$ cat src/rtl/usb_pkg.sv
// Types shared by usb_tx and its front-end scheduler.
package usb_pkg;

  typedef enum logic [1:0] {
    PKT_DATA0 = 2'd0,
    PKT_ACK   = 2'd1,
    PKT_NAK   = 2'd2,
    PKT_STALL = 2'd3
  } tx_packet_t;

  typedef enum logic [2:0] {
    IDLE     = 3'd0,
    LAUNCH   = 3'd1,
    WAIT_ACT = 3'd2,
    ACTIVE   = 3'd3,
    GAP      = 3'd4
  } tx_sched_state_t;

  // Width of a down-counter that must hold the larger of two cycle counts.
  function automatic int sched_cnt_w(input int a, input int b);
    int m;
    m = (a > b) ? a : b;
    return (m < 1) ? 1 : $clog2(m + 1);
  endfunction

endpackage

$ cat src/rtl/sched_timer.sv
// Loadable down-counter with zero flag; saturates at 0.
module sched_timer #(
  parameter int W = 7
) (
  input  logic         clk,
  input  logic         rst,
  input  logic         load_i,
  input  logic [W-1:0] val_i,
  input  logic         dec_i,
  output logic [W-1:0] cnt_o,
  output logic         zero_o
);

  logic [W-1:0] cnt_q, cnt_d;

  always_comb begin
    cnt_d = cnt_q;
    if (load_i)                       cnt_d = val_i;
    else if (dec_i && cnt_q != '0)    cnt_d = cnt_q - W'(1);
  end

  always_ff @(posedge clk or posedge rst) begin
    if (rst) cnt_q <= '0;
    else     cnt_q <= cnt_d;
  end

  assign cnt_o  = cnt_q;
  assign zero_o = (cnt_q == '0);

endmodule

$ cat src/rtl/usb_tx_sched.sv
// Arbitrates handshake vs DATA0 requests into usb_tx, supervises the packet,
// and enforces an inter-packet gap.
module usb_tx_sched
  import usb_pkg::*;
#(
  parameter int GAP_CYCLES     = 16,
  parameter int TIMEOUT_CYCLES = 64
) (
  input  logic       clk,
  input  logic       rst,
  input  logic       hs_req,
  input  logic [1:0] hs_type,
  input  logic       data_req,
  input  logic       TX_Transfer_Active,
  input  logic       TX_Error,
  input  logic       err_clr,
  output logic       TX_Start,
  output logic [1:0] TX_Packet,
  output logic       tx_busy,
  output logic       hs_done,
  output logic       data_done,
  output logic       tx_err,
  output logic       hs_overrun
);

  localparam int CW = sched_cnt_w(GAP_CYCLES, TIMEOUT_CYCLES);

  tx_sched_state_t state_q, state_d;
  tx_packet_t      hs_type_q, pkt_q;
  logic            hs_pend_q, data_pend_q, src_hs_q;
  logic            hs_done_q, data_done_q, tx_err_q, ovr_q;
  logic            grant_hs, grant_data, err_set, done_set, hs_valid;
  logic            tmr_load, tmr_dec, tmr_zero;
  logic [CW-1:0]   tmr_val, tmr_cnt;

  assign hs_valid = hs_req && (hs_type != 2'd0);

  always_comb begin
    state_d    = state_q;
    grant_hs   = 1'b0;
    grant_data = 1'b0;
    err_set    = 1'b0;
    done_set   = 1'b0;
    unique case (state_q)
      IDLE: begin
        if (hs_pend_q) begin
          state_d  = LAUNCH;
          grant_hs = 1'b1;
        end else if (data_pend_q) begin
          state_d    = LAUNCH;
          grant_data = 1'b1;
        end
      end
      LAUNCH: state_d = WAIT_ACT;
      WAIT_ACT: begin
        // Timeout fires on the cycle the count would step down to zero.
        if (TX_Error || (!TX_Transfer_Active && tmr_cnt <= CW'(1))) begin
          err_set = 1'b1;
          state_d = GAP;
        end else if (TX_Transfer_Active) begin
          state_d = ACTIVE;
        end
      end
      ACTIVE: begin
        if (TX_Error) begin
          err_set = 1'b1;
          state_d = GAP;
        end else if (!TX_Transfer_Active) begin
          done_set = 1'b1;
          state_d  = GAP;
        end
      end
      GAP:     if (tmr_zero) state_d = IDLE;
      default: state_d = IDLE;
    endcase
  end

  assign tmr_load = (state_q == LAUNCH) || (state_d == GAP && state_q != GAP);
  assign tmr_val  = (state_q == LAUNCH) ? CW'(TIMEOUT_CYCLES) : CW'(GAP_CYCLES);
  assign tmr_dec  = (state_q == WAIT_ACT) || (state_q == GAP);

  sched_timer #(.W(CW)) u_timer (
    .clk    (clk),
    .rst    (rst),
    .load_i (tmr_load),
    .val_i  (tmr_val),
    .dec_i  (tmr_dec),
    .cnt_o  (tmr_cnt),
    .zero_o (tmr_zero)
  );

  always_ff @(posedge clk or posedge rst) begin
    if (rst) begin
      state_q     <= IDLE;
      hs_pend_q   <= 1'b0;
      hs_type_q   <= PKT_ACK;
      data_pend_q <= 1'b0;
      src_hs_q    <= 1'b0;
      pkt_q       <= PKT_DATA0;
      hs_done_q   <= 1'b0;
      data_done_q <= 1'b0;
      tx_err_q    <= 1'b0;
      ovr_q       <= 1'b0;
    end else begin
      state_q <= state_d;
      // A fresh request in the grant cycle re-pends instead of being lost.
      if (hs_valid)      hs_pend_q <= 1'b1;
      else if (grant_hs) hs_pend_q <= 1'b0;
      if (hs_valid)      hs_type_q <= tx_packet_t'(hs_type);
      if (data_req)        data_pend_q <= 1'b1;
      else if (grant_data) data_pend_q <= 1'b0;
      if (grant_hs || grant_data) begin
        src_hs_q <= grant_hs;
        pkt_q    <= grant_hs ? hs_type_q : PKT_DATA0;
      end
      hs_done_q   <= done_set && src_hs_q;
      data_done_q <= done_set && !src_hs_q;
      if (err_set || (hs_req && hs_type == 2'd0)) tx_err_q <= 1'b1;
      else if (err_clr)                           tx_err_q <= 1'b0;
      if (hs_valid && hs_pend_q && !grant_hs) ovr_q <= 1'b1;
      else if (err_clr)                       ovr_q <= 1'b0;
    end
  end

  assign TX_Start   = (state_q == LAUNCH);
  assign TX_Packet  = pkt_q;
  assign tx_busy    = (state_q != IDLE);
  assign hs_done    = hs_done_q;
  assign data_done  = data_done_q;
  assign tx_err     = tx_err_q;
  assign hs_overrun = ovr_q;

endmodule
$ cat config.mk
export PLATFORM = sky130hd
export DESIGN_NAME = usb_tx_sched
export DESIGN_NICKNAME = d
export VERILOG_FILES = /design/src/rtl/usb_pkg.sv /design/src/rtl/sched_timer.sv /design/src/rtl/usb_tx_sched.sv
export SDC_FILE = /design/constraint.sdc
export NUM_CORES = 1
export LEC_CHECK = 0
export ABC_AREA = 1
export CAP_MARGIN = 20
export CORE_ASPECT_RATIO = 0.7
export CORE_MARGIN = 1.5
export CORE_UTILIZATION = 49
export CTS_BUF_LIST = sky130_fd_sc_hd__clkbuf_8
export DETAILED_ROUTE_END_ITERATION = 8
export PLACE_DENSITY = 0.82
export SETUP_SLACK_MARGIN = 0.5
export SYNTH_ARGS = -nofsm -noshare
export SYNTH_HDL_FRONTEND = slang
export SYNTH_SLANG_ARGS = --single-unit
$ cat constraint.sdc
create_clock -name clk -period 1.4 [get_ports clk]
set_input_delay 0.21 -clock clk [delete_from_list [all_inputs] [get_ports clk]]
set_output_delay 0.21 -clock clk [all_outputs]
set_load 0.02 [all_outputs]
==> results of run 1 <==
## layout make-up
cell class              instances  area share
multi-input cells              79       0.384
flip-flops and latches         21       0.306
repair buffers                 38       0.210
inverters                      22      0.0503
clock buffers                   3      0.0237
well taps                      32      0.0230
clock inverters                 1     0.00287
## power by group
part,internal (W),switching [W]
Combinational,0.00116,0.00134
Sequential,0.000829,0.000222
Clock,0.000199,0.000211
Total,0.00218,0.00177
## per-layer routing
| metal | track usage | vias to the layer above |
|---|---|---|
| li1 | - | 475 |
| met1 | 0.302 | 487 |
| met2 | 0.356 | 30 |
| met3 | 0.0741 | 13 |
| met4 | 0.0818 | 0 |
| met5 | 0 | - |
## worst register-to-register path: stages (launching register included)
cell and delay [ns]:
dfrtp_1 0.42, inv_2 0.11, ha_4 0.14, nand2_1 0.06
nand2_1 0.08, nand2_1 0.07, nand2_2 0.12, nand2_4 0.07
nand2_4 0.08, nand2_4 0.07, nand3_1 0.09, nand3_1 0.08
## registers in the layout, indices dropped and copies added, names as in the netlist, 2 cells and up
register / count
state_q: 3
TX_Packet: 2
hs_type_q: 2
u_timer.cnt_o: 7
## placed cells by master (no fill, tap or decap), types with 2 or more instances in the layout
cell	n
clkbuf_8	3
dfrtp_1	15
dfrtp_2	5
inv_4	2
inv_1	15
xor2_1	3
clkdlybuf4s50_1	5
nor2_4	4
nand3_4	2
nand2_1	14
nand2_4	6
dlymetal6s2s_1	3
nor2_1	7
o21ai_0	2
nand2_2	5
a22o_1	2
a21oi_2	3
inv_2	5
buf_4	16
ha_4	2
o21ai_1	3
buf_6	14
nor3_4	2
nor2_2	6
nand3_1	3
o21ai_2	2
## worst paths after layout
kind                                  start               end  slack (ns)
setup reg to reg           u_timer.cnt_o[1]  u_timer.cnt_o[6]       -0.11
max in group asynchronous               rst        state_q[1]        0.80
min in group clk                 hs_type[0]      hs_type_q[0]        0.25
setup / recovery           u_timer.cnt_o[1]  u_timer.cnt_o[6]       -0.11
hold / removal                          rst           hs_done        0.15
hold reg to reg                    src_hs_q         data_done        0.44
## metrics by stage
step,hold slack (ns),total power (W),cells
floorplan,0.186,0.00220,122
global placement,0.413,0.00283,185
detailed placement,0.421,0.00289,185
CTS,0.170,0.00366,193
global route,0.173,0.00418,196
finish,0.153,0.00395,196
## logic make-up after synthesis
logic type,Yosys count,share of synthesized area
and+or+nand+nor,54,0.256
buffers and inverters,22,0.0781
DFF,21,0.483
AOI/OAI and AO/OA,19,0.127
xor gates and xnor gates,4,0.0321
adders and majority gates,2,0.0230
## timing repair
item / 4_1_cts / 5_1_grt
resized for setup: 75 / 23
endpoints found under the setup margin: 29 / 29
buffers inserted: 4 / 3
pin swaps: 4 / 6
==> impl_results.md, run 1 <==
* Highest routing layer actually used: met4
* Max Root-Sink Buffers at 2
* TritonCTS Buffers at 3
* Status: complete, but fails checks
* Die Width at 59.4 um
* Clock root cell: clkbuf_8
* Sequential area share after synthesis at 0.483
* Finished Cell Area at 1740 um2
* Commonest cells post-synth: dfrtp_1 (20), inv_1 (20), nand2_1 (20), nor2_1 (13), o21ai_0 (7)
* GRT Resource Usage Total at 0.231
* Cell Area, Synth at 1090 um2
* PD cells at 2270 nW/um2
* CP Depth at 11
* Final setup TNS at -0.558 ns
* Wire length on met3 at 127 um
* Rows at 14
* Synth top area share at 0.459
* Setup CP Type: flop to flop
* Final worst path period need at 1.51 ns
* Cell count of the worst reg-to-reg path at 11
* Slew headroom at 0.847
* Initial antenna violation count at 0
* CP max stage delay at 0.42 ns
* DR WL met2 at 1480 um
* Largest net degree at the start of global routing at 13
* RSZ-0062 raised after global routing: true
* Clock Pin Slew Worst Setup and Hold Paths at 0.08 ns
* Syn Inst Count at 122
* Hold Path Class: input port to async pin
* Routed vias at 1005
* Pleak at 0.848 nW
* EDFF count, synth at 0
* Top cells by area, synth: dfrtp_1 (46%), inv_1 (6.9%), nand2_1 (6.9%), nor2_1 (4.5%), o21ai_0 (3.2%)
* CP arrival at 1.67 ns
* CP max FO at 4
* # diodes at 0
* WL final at 3030 um
* Share of layout cells above drive strength 1 at 0.530
* Post-synth ARST share at 1.00
* WP buf/inv at 1
* Syn_nets at 133
* DR vias/cell at 5.13
* Antenna-violating nets left at 0
* Filler instances at 109
* Worst Tran Pin Value at 0.226 ns
* VDD IR max at 1.56 mV
* Syn-to-layout area delta at 59.8%
* TritonCTS clock tree: yes
* Core ar. at 2120 um2
* Final Core Density at 0.822
* Initial DRT Pass Iterations at 4
* Max Cap Viol at 0
* HPWL Detailed at 1830 um
* Final worst slack at -0.113 ns
* Storage cell area at 533 um2
* Peak Freq at 661 MHz
* Setup Skew at 0.00140 ns
* Final worst-path cycle share at 1.08
* Most used DFF post-synth: dfrtp_1
* Crit path cell chain: inv_2, ha_4, nand2_1, nand2_1, nand2_1, nand2_2, nand2_4, nand2_4, nand2_4, nand3_1, nand3_1
* Critical path's top delay family: simple AND/OR/NAND/NOR gates
* CTS sink cnt at 21
* Number of global-route vias before repair at 969
* Post-placement setup slack at -0.107 ns
* Final setup fails at 7
* Yosys warns at 0
* Initial Utilization at 0.514
* Die area at 2520 um2
* DRC viols at 0
* Final hold vios at 0
* GPL Wtd Cong at 0.789
* CP required at 1.55 ns
* M1 WL at 1310 um
* Max Slew Vio Count at 0
* Synthesized area per cell at 8.93 um2
* Slowest cell on crit path: dfrtp_1
* H-tree Lvls at 1
* Failing checks: setup timing
* Yosys top cell by area: dfrtp_1
* Gr ovfl total at 0
* Hold buffer count at cts at 0
* Clk_lat worst skew at 0.27 ns
* Library cells used by synthesis at 30
* CP Launch Type: flop
* Area of the multi-input gates at 669 um2
* Critical path capture point type: flop
* Yosys reg bits at 21
* First-pass GRT wire length at 4200 um
* I/O Buffers at 16
* Die Ht at 42.5 um
* Placed Area at 1450 um2
* Initial DRC Count at 39
* Nets at 176
* Io pins at 17
* WL per Instance at 15.5 um
No activity file was read; power rests on OpenSTA's default activity.
==> run 2: changes to the inputs <==
--- a/config.mk
+++ b/config.mk
@@ -6,7 +6,7 @@
 export NUM_CORES = 1
 export LEC_CHECK = 0
 export ABC_AREA = 1
-export CAP_MARGIN = 20
+export CAP_MARGIN = 10
 export CORE_ASPECT_RATIO = 0.7
 export CORE_MARGIN = 1.5
 export CORE_UTILIZATION = 49
==> results of run 2 <==
Final layout, timing and power as in run 1 (identical DEF).
